===== src/rtl/stream_mux_pkg.sv =====
// Shared definitions for the round-robin / fixed-select stream multiplexer.
package stream_mux_pkg;

  localparam logic MODE_FIXED = 1'b0;
  localparam logic MODE_RR    = 1'b1;

  // Increment a channel index, wrapping at n back to zero.
  function automatic int unsigned next_idx(input int unsigned idx, input int unsigned n);
    return (idx + 1 >= n) ? 0 : idx + 1;
  endfunction

endpackage


===== src/rtl/rr_arbiter.sv =====
// Combinational round-robin arbiter: rotate requests so the slot after ptr
// comes first, priority-encode, then map the winning offset back to a channel.
module rr_arbiter
  import stream_mux_pkg::*;
#(
  parameter int N_CH  = 4,
  parameter int SEL_W = 2
) (
  input  logic [N_CH-1:0]  req,
  input  logic [SEL_W-1:0] ptr,
  output logic [SEL_W-1:0] gnt_idx,
  output logic             gnt_valid
);

  int unsigned     start;
  int unsigned     off;
  logic [N_CH-1:0] rot;

  always_comb begin
    start = next_idx(32'(ptr), N_CH);
    rot   = '0;
    for (int j = 0; j < N_CH; j++) begin
      rot[j] = req[SEL_W'((start + j) % N_CH)];
    end

    gnt_valid = 1'b0;
    off       = 0;
    for (int j = 0; j < N_CH; j++) begin
      if (rot[j] && !gnt_valid) begin
        gnt_valid = 1'b1;
        off       = j;
      end
    end
    gnt_idx = SEL_W'((start + off) % N_CH);
  end

endmodule


===== src/rtl/stream_mux_rr.sv =====
// N-channel streaming mux with fixed-select or round-robin arbitration,
// packet-level grant locking and a single registered output stage.
module stream_mux_rr
  import stream_mux_pkg::*;
#(
  parameter int N_CH  = 4,
  parameter int W     = 8,
  parameter int SEL_W = 2
) (
  input  logic              clk,
  input  logic              rst,
  input  logic              mode,
  input  logic [SEL_W-1:0]  sel,
  input  logic [N_CH-1:0]   in_valid,
  output logic [N_CH-1:0]   in_ready,
  input  logic [N_CH*W-1:0] in_data,
  input  logic [N_CH-1:0]   in_last,
  output logic              out_valid,
  input  logic              out_ready,
  output logic [W-1:0]      out_data,
  output logic              out_last,
  output logic [SEL_W-1:0]  out_ch,
  output logic              locked
);

  logic             locked_q,    locked_d;
  logic [SEL_W-1:0] lock_ch_q,   lock_ch_d;
  logic             lock_mode_q, lock_mode_d;
  logic [SEL_W-1:0] rr_ptr_q,    rr_ptr_d;
  logic             out_valid_q, out_valid_d;
  logic [W-1:0]     out_data_q,  out_data_d;
  logic             out_last_q,  out_last_d;
  logic [SEL_W-1:0] out_ch_q,    out_ch_d;

  logic             load;
  logic             mode_eff;
  logic [SEL_W-1:0] arb_idx;
  logic             arb_valid;
  logic             sel_in_range;
  logic [SEL_W-1:0] grant_idx;
  logic             grant_en;
  logic             grant_valid;
  logic             accept;
  logic             g_valid;
  logic [W-1:0]     g_data;
  logic             g_last;

  rr_arbiter #(
    .N_CH  (N_CH),
    .SEL_W (SEL_W)
  ) u_arb (
    .req       (in_valid),
    .ptr       (rr_ptr_q),
    .gnt_idx   (arb_idx),
    .gnt_valid (arb_valid)
  );

  assign load     = !out_valid_q || out_ready;
  assign mode_eff = locked_q ? lock_mode_q : mode;

  // A held grant overrides mode/sel until the packet's last beat goes through.
  always_comb begin
    sel_in_range = 1'b0;
    for (int i = 0; i < N_CH; i++) begin
      if (sel == SEL_W'(i)) sel_in_range = 1'b1;
    end

    if (locked_q) begin
      grant_idx = lock_ch_q;
      grant_en  = 1'b1;
    end else if (mode == MODE_RR) begin
      grant_idx = arb_idx;
      grant_en  = arb_valid;
    end else begin
      grant_idx = sel;
      grant_en  = sel_in_range;
    end
  end

  always_comb begin
    g_valid = 1'b0;
    g_data  = '0;
    g_last  = 1'b0;
    for (int i = 0; i < N_CH; i++) begin
      if (grant_idx == SEL_W'(i)) begin
        g_valid = in_valid[i];
        g_data  = in_data[i*W +: W];
        g_last  = in_last[i];
      end
    end
    grant_valid = grant_en && g_valid;
    accept      = load && grant_valid;
  end

  always_comb begin
    for (int i = 0; i < N_CH; i++) begin
      in_ready[i] = load && grant_valid && (grant_idx == SEL_W'(i));
    end
  end

  always_comb begin
    locked_d    = locked_q;
    lock_ch_d   = lock_ch_q;
    lock_mode_d = lock_mode_q;
    rr_ptr_d    = rr_ptr_q;
    out_valid_d = out_valid_q;
    out_data_d  = out_data_q;
    out_last_d  = out_last_q;
    out_ch_d    = out_ch_q;

    if (load) out_valid_d = accept;

    if (accept) begin
      out_data_d = g_data;
      out_last_d = g_last;
      out_ch_d   = grant_idx;
      if (g_last) begin
        locked_d = 1'b0;
        if (mode_eff == MODE_RR) rr_ptr_d = grant_idx;
      end else begin
        locked_d    = 1'b1;
        lock_ch_d   = grant_idx;
        lock_mode_d = mode_eff;
      end
    end
  end

  // Pointer resets to the last channel so channel 0 wins the first RR scan.
  always_ff @(posedge clk) begin
    if (rst) begin
      locked_q    <= 1'b0;
      lock_ch_q   <= '0;
      lock_mode_q <= MODE_FIXED;
      rr_ptr_q    <= SEL_W'(N_CH - 1);
      out_valid_q <= 1'b0;
      out_data_q  <= '0;
      out_last_q  <= 1'b0;
      out_ch_q    <= '0;
    end else begin
      locked_q    <= locked_d;
      lock_ch_q   <= lock_ch_d;
      lock_mode_q <= lock_mode_d;
      rr_ptr_q    <= rr_ptr_d;
      out_valid_q <= out_valid_d;
      out_data_q  <= out_data_d;
      out_last_q  <= out_last_d;
      out_ch_q    <= out_ch_d;
    end
  end

  assign out_valid = out_valid_q;
  assign out_data  = out_data_q;
  assign out_last  = out_last_q;
  assign out_ch    = out_ch_q;
  assign locked    = locked_q;

endmodule

===== config.mk =====
export PLATFORM = sky130hd
export DESIGN_NAME = stream_mux_rr
export DESIGN_NICKNAME = d
export VERILOG_FILES = /design/src/rtl/stream_mux_pkg.sv /design/src/rtl/rr_arbiter.sv /design/src/rtl/stream_mux_rr.sv
export SDC_FILE = /design/constraint.sdc
export NUM_CORES = 1
export LEC_CHECK = 0
export CAP_MARGIN = 20
export CORE_MARGIN = 2
export CORE_UTILIZATION = 50
export CTS_BUF_LIST = sky130_fd_sc_hd__clkbuf_4 sky130_fd_sc_hd__clkbuf_8
export DETAILED_ROUTE_END_ITERATION = 8
export PLACE_DENSITY = 0.94
export REMOVE_ABC_BUFFERS = 1
export SLEW_MARGIN = 10
export SYNTH_ARGS = -nofsm -noshare
export SYNTH_HDL_FRONTEND = slang
export SYNTH_SLANG_ARGS = --single-unit

===== constraint.sdc =====
create_clock -name clk -period 12 [get_ports clk]
set_clock_uncertainty 0.1 [all_clocks]
set_input_delay 1.8 -clock clk [delete_from_list [all_inputs] [get_ports clk]]
set_output_delay 1.8 -clock clk [all_outputs]
set_load 0.005 [all_outputs]

**Word level (Yosys, flattened, before mapping)**

Cells that the tools add are included.

- Register bits after elaboration: 18
- Logic and storage cells: 81

- $add $sub $neg: 5
- $lt $le $gt $ge: 5
- Eq/ne operators: 6
- Muxes and demuxes: 38
- Bitwise operators: 1
- Reductions and logical operators: 18

Operators by type and width:

| kind | number |
|---|---|
| two-way mux 8 bit | 4 |
| two-way mux 1 bit | 25 |
| < comparator 2 x 3 -> 1 bit (second input constant) | 4 |
| two-way mux 2 bit | 5 |
| logical AND 1 bit | 9 |
| binary-select mux 1 bit (select 2 bit) | 4 |
| equality test 2 bit (second input constant) | 4 |
| adder 2 bit (second input constant) | 2 |
| equality test 2 x 1 -> 1 bit (second input constant) | 2 |
| zero test 1 bit | 4 |
| zero test 2 bit | 2 |
| adder 2 x 1 -> 3 bit (second input constant) | 1 |
| greater-or-equal comparator 3 bit (second input constant) | 1 |
| AND reduction 3 bit | 1 |
| adder 2 x 1 -> 2 bit (second input constant) | 1 |
| adder 2 bit | 1 |
| AND reduction 2 bit | 1 |
| logical OR 1 bit | 1 |
| inverter 1 bit | 1 |

**Longest topological paths before layout**

- Depth in word-level cells: 26
- Gate-level depth with buffers: 19

**By module**

A second synthesis with hierarchy kept.

- Cell total of the unflattened synthesis: 135
- Area total of the unflattened synthesis: 1,373.8 µm²

Modules (own cells, without submodules):

| module | instances | cells each | area an instance (µm²) | seq. area each (µm²) |
|---|---|---|---|---|
| stream_mux_rr | 1 | 111 | 1,219.9 | 360.3 |
| rr_arbiter | 1 | 24 | 153.9 | 0.0 |

**Worst setup path before layout**

Ideal clock, no wire load.

- Path type: input to output
- From: input in_valid[0]
- To: output in_ready[0]
- Arrival: 4.921 ns
- Setup slack: 5.179 ns
- Stages on the path: 15
- Cells stage by stage: mux4_2 -> o31ai_1 -> nand2_1 -> a21oi_1 -> ha_1 -> mux2_4 -> o21bai_2 -> buf_6 -> mux2i_1 -> a2111oi_0 -> o211ai_1 -> o21ai_4 -> buf_6 -> nand2_1 -> nor2_1

- Word-level cells in the longest chain between the ends: 23

Ends and longest elaborated chain:

| element | RTL line | source |
|---|---|---|
| start: declaration | stream_mux_rr.sv:14 | `input logic [N_CH-1:0] in_valid,` |
| binary-select mux 1 bit (select 2 bit) | rr_arbiter.sv:23 | `rot[j] = req[SEL_W'((start + j) % N_CH)];` |
| two-way mux 1 bit (not written as such) | rr_arbiter.sv:23 |  |
| two-way mux 1 bit | rr_arbiter.sv:29 | `if (rot[j] && !gnt_valid) begin` |
| zero test 1 bit | rr_arbiter.sv:29 |  |
| logical AND 1 bit | rr_arbiter.sv:29 |  |
| two-way mux 1 bit | rr_arbiter.sv:29 |  |
| zero test 1 bit | rr_arbiter.sv:29 |  |
| logical AND 1 bit | rr_arbiter.sv:29 |  |
| (+4 left out) | n/a |  |
| adder 2 bit | rr_arbiter.sv:34 | `gnt_idx = SEL_W'((start + off) % N_CH);` |
| two-way mux 2 bit | stream_mux_rr.sv:71 | `end else if (mode == MODE_RR) begin` |
| two-way mux 2 bit | stream_mux_rr.sv:68 | `if (locked_q) begin` |
| zero test 2 bit | stream_mux_rr.sv:85, stream_mux_rr.sv:97 |  |
| two-way mux 1 bit (4 in series) | stream_mux_rr.sv:85 | `if (grant_idx == SEL_W'(i)) begin` |
| logical AND 1 bit | stream_mux_rr.sv:91 | `grant_valid = grant_en && g_valid;` |
| logical AND 1 bit | stream_mux_rr.sv:97 | `in_ready[i] = load && grant_valid && (grant_idx == SEL_W'(i));` |
| logical AND 1 bit (*) | stream_mux_rr.sv:97 |  |
| end: declaration | stream_mux_rr.sv:15 | `output logic [N_CH-1:0] in_ready,` |

Every way passes the cells marked *; elsewhere a longest branch is shown, timed or not. The select of a mux whose other input is x is not followed.

**Worst setup path in the final report**

- From: input in_valid[3]
- To: output in_ready[1]

- Word-level cells in the longest chain between the ends: 23

Ends and longest elaborated chain:

| element | RTL line |
|---|---|
| binary-select mux 1 bit (select 2 bit) | rr_arbiter.sv:23 |
| two-way mux 1 bit (not written as such) | rr_arbiter.sv:23 |
| two-way mux 1 bit | rr_arbiter.sv:29 |
| zero test 1 bit | rr_arbiter.sv:29 |
| logical AND 1 bit | rr_arbiter.sv:29 |
| two-way mux 1 bit | rr_arbiter.sv:29 |
| zero test 1 bit | rr_arbiter.sv:29 |
| logical AND 1 bit | rr_arbiter.sv:29 |
| (+4 left out) | n/a |
| adder 2 bit | rr_arbiter.sv:34 |
| two-way mux 2 bit | stream_mux_rr.sv:71 |
| two-way mux 2 bit | stream_mux_rr.sv:68 |
| zero test 2 bit | stream_mux_rr.sv:85 |
| two-way mux 1 bit (4 in series) | stream_mux_rr.sv:85 |
| logical AND 1 bit | stream_mux_rr.sv:91 |
| logical AND 1 bit | stream_mux_rr.sv:97 |
| logical AND 1 bit (*) | stream_mux_rr.sv:97 |

Marks and branches as above.

==> qor.txt <==
GRT overflow - 0
Maximum clock rate - 0.122 GHz
PD cells - 216 nW/µm²
Clock latency on the worst-skew pair - 290 ps
Top-count cell post-synth - mux2i_1
CTS Buf Count - 3
Post-Route Setup TNS - 0 ps
Die footprint - 4040 µm²
Top area cells in the synthesized netlist - mux2i_1 (25%), dfxtp_1 (20%), nor2_1 (5.5%), mux4_2 (3.8%), nand2b_1 (3.2%)
Total number of vias - 1,734
Post-synth EDFFs - 0
Synth top cells by count - mux2i_1 (44), nor2_1 (26), dfxtp_1 (18)
GRT Total Usage - 0.228
Initial Util - 0.527
Min Hold Slack - 378 ps
Die Y-Extent - 63.5 µm
Static Leak - 1.02 nW
Fraction of layout cells with a size suffix above 1 - 0.0945
Worst setup EP type - output pin
Largest net degree at the start of global routing - 24
Clock tree buffer depth - 2
Cell taking the most area after synthesis - mux2i_1
Die W - 63.5 µm
Post-cts resize count - 0
Register area share after synthesis - 0.203
Fin. Hold Viols - 0
Fin. max-slew vios - 0
Hold Path Class - register to register
Design Power - 0.522 mW
Critical path class - input pin to output pin
Critical Path AT - 6310 ps
Area growth from synthesis to layout - 36.4%
Ports - 63
Mean Syn Cell Area - 8.95 µm²
Gpl congestion - 0.992
Routed len/inst - 15.3 µm
Initial antenna violation count - 0
Minimum clock period - 8210 ps
Vias in the first global route - 1,630
ANT cells - 0
Clk slew on worst S/H paths - 100 ps
Hold_buf cts - 0
Core area - 3360 µm²
WP data required - 10,100 ps
DRC errors left - 0
Dpl hpwl - 3.63 mm
Fin cells - 300
Initial drt markers - 180
Vias per inst - 5.78
Detailed Route WL - 4.60 mm
Post-layout util - 0.718
Post-Synthesis Cells - 198
Clk root buf - clkbuf_4
Status - completed
Max Cap Viol - 0
Syn. warnings - 0
Crit-path max FO - 18
Post-DRT Antenna Nets - 0
Asr flop ratio synth - 0
Buffer count from post-CTS setup fixing - 0
Netlist cell types - 50
Yosys top cell area share - 0.249
Final period util - 0.684
Seq cells post-synth - 18
Clk sinks - 18
Top FF cell, synth - dfxtp_1
Mapped Area - 1770 µm²
Critical Path Source Type - input pin
Setup violators final - 0
Worst-Margin Slew - 736 ps
Port bufs - 62
Placed cells - 297
Clock H-tree levels - 1
First-pass GRT wire length - 7.49 mm
First-pass DRT Iterations - 4
Rows - 21
Worst slew margin - 0.508
VDD IR max - 0.000157 V
Fin nets - 306
RSZ-0062 raised after global routing - no
CTS tree - built
final cells by class:
| class | instances | area, µm² |
|---|---|---|
| sequential | 18 | 360 |
| fill | 273 | 947 |
| multi-input combinational | 165 | 1330 |
| inverter | 5 | 18.8 |
| clock buffer | 3 | 22.5 |
| tap | 46 | 57.6 |
| timing repair buffer | 63 | 628 |
through the flow:
stage / setup WS [ps] / instance area (µm²)
final: 3790 / 2420
after CTS: 3840 / 2420
after global routing: 3600 / 2420
after detailed placement: 3840 / 2390
after floorplan: 4530 / 1710
after global placement: 3990 / 2390
worst max-delay path, cell delays in order:
cell and delay, ps:
clkdlybuf4s50_1 510, mux4_2 590, o31ai_1 270, nand2_1 80, a21oi_1 140, ha_1 250
mux2_4 290, mux2i_1 140, a31o_2 250, a2111oi_0 380, o211ai_1 230, o21ai_4 530
nand2_1 210, nor2_1 120, clkdlybuf4s50_1 510
layer usage:
metal / vias to the layer above / wire, µm / GRT usage
li1: 844 / - / -
met2: 81 / 2360 / 0.420
met5: - / 0 / 0
met4: 0 / 51 / 0.0380
met3: 8 / 310 / 0.0464
met1: 801 / 1880 / 0.276
path summary, 6_finish.rpt:
check	start	end	slack, ps	depth (start not counted)
setup reg to reg	rr_ptr_q[0]	lock_ch_q[0]	6880	15
hold reg to reg	out_last	out_last	380	2
hold / removal	out_last	out_last	380	2
setup / recovery	in_valid[3]	in_ready[1]	3790	15
registers in the layout, summed over array words and instances (netlist names):
name,count
out_data,8
lock_ch_q,2
out_ch,2
rr_ptr_q,2
lock_mode_q,1
locked,1
out_last,1
out_valid,1
power breakdown:
group	total (mW)	internal (mW)	leakage, nW	switching [mW]
Combinational	0.389	0.194	0.856	0.195
Sequential	0.104	0.0816	0.148	0.0223
Clock	0.0295	0.0117	0.0138	0.0179
Total	0.522	0.287	1.02	0.235
layout by cell type, fill, tap and decap left out, drive strengths merged, types with 2 or more instances in the layout:
| cell | n |
|---|---|
| clkbuf | 3 |
| inv | 5 |
| and3 | 2 |
| a21boi | 2 |
| mux2 | 3 |
| or3 | 5 |
| o21bai | 3 |
| a21oi | 9 |
| nand3 | 9 |
| mux2i | 44 |
| nand2 | 9 |
| clkdlybuf4s50 | 62 |
| nor3 | 5 |
| nand2b | 9 |
| mux4 | 3 |
| nor2b | 5 |
| o21ai | 5 |
| ha | 4 |
| a31oi | 2 |
| nor2 | 26 |
| dfxtp | 18 |
| o211ai | 4 |
| a311oi | 2 |
logic make-up (layout without fill, tap and decap cells):
group / Yosys count / after routing / share of synthesized area
flip-flops: 18 / 18 / 0.203
adder cells (fa/ha/maj): 4 / 4 / 0.0282
buffers and inverters: 15 / 71 / 0.0466
multiplexers: 50 / 50 / 0.308
XOR/XNOR: 2 / 2 / 0.00989
AO/OA/AOI/OAI: 35 / 35 / 0.184
AND/OR/NAND/NOR: 74 / 74 / 0.220
Note: power is estimated with default switching activity, not from simulation.
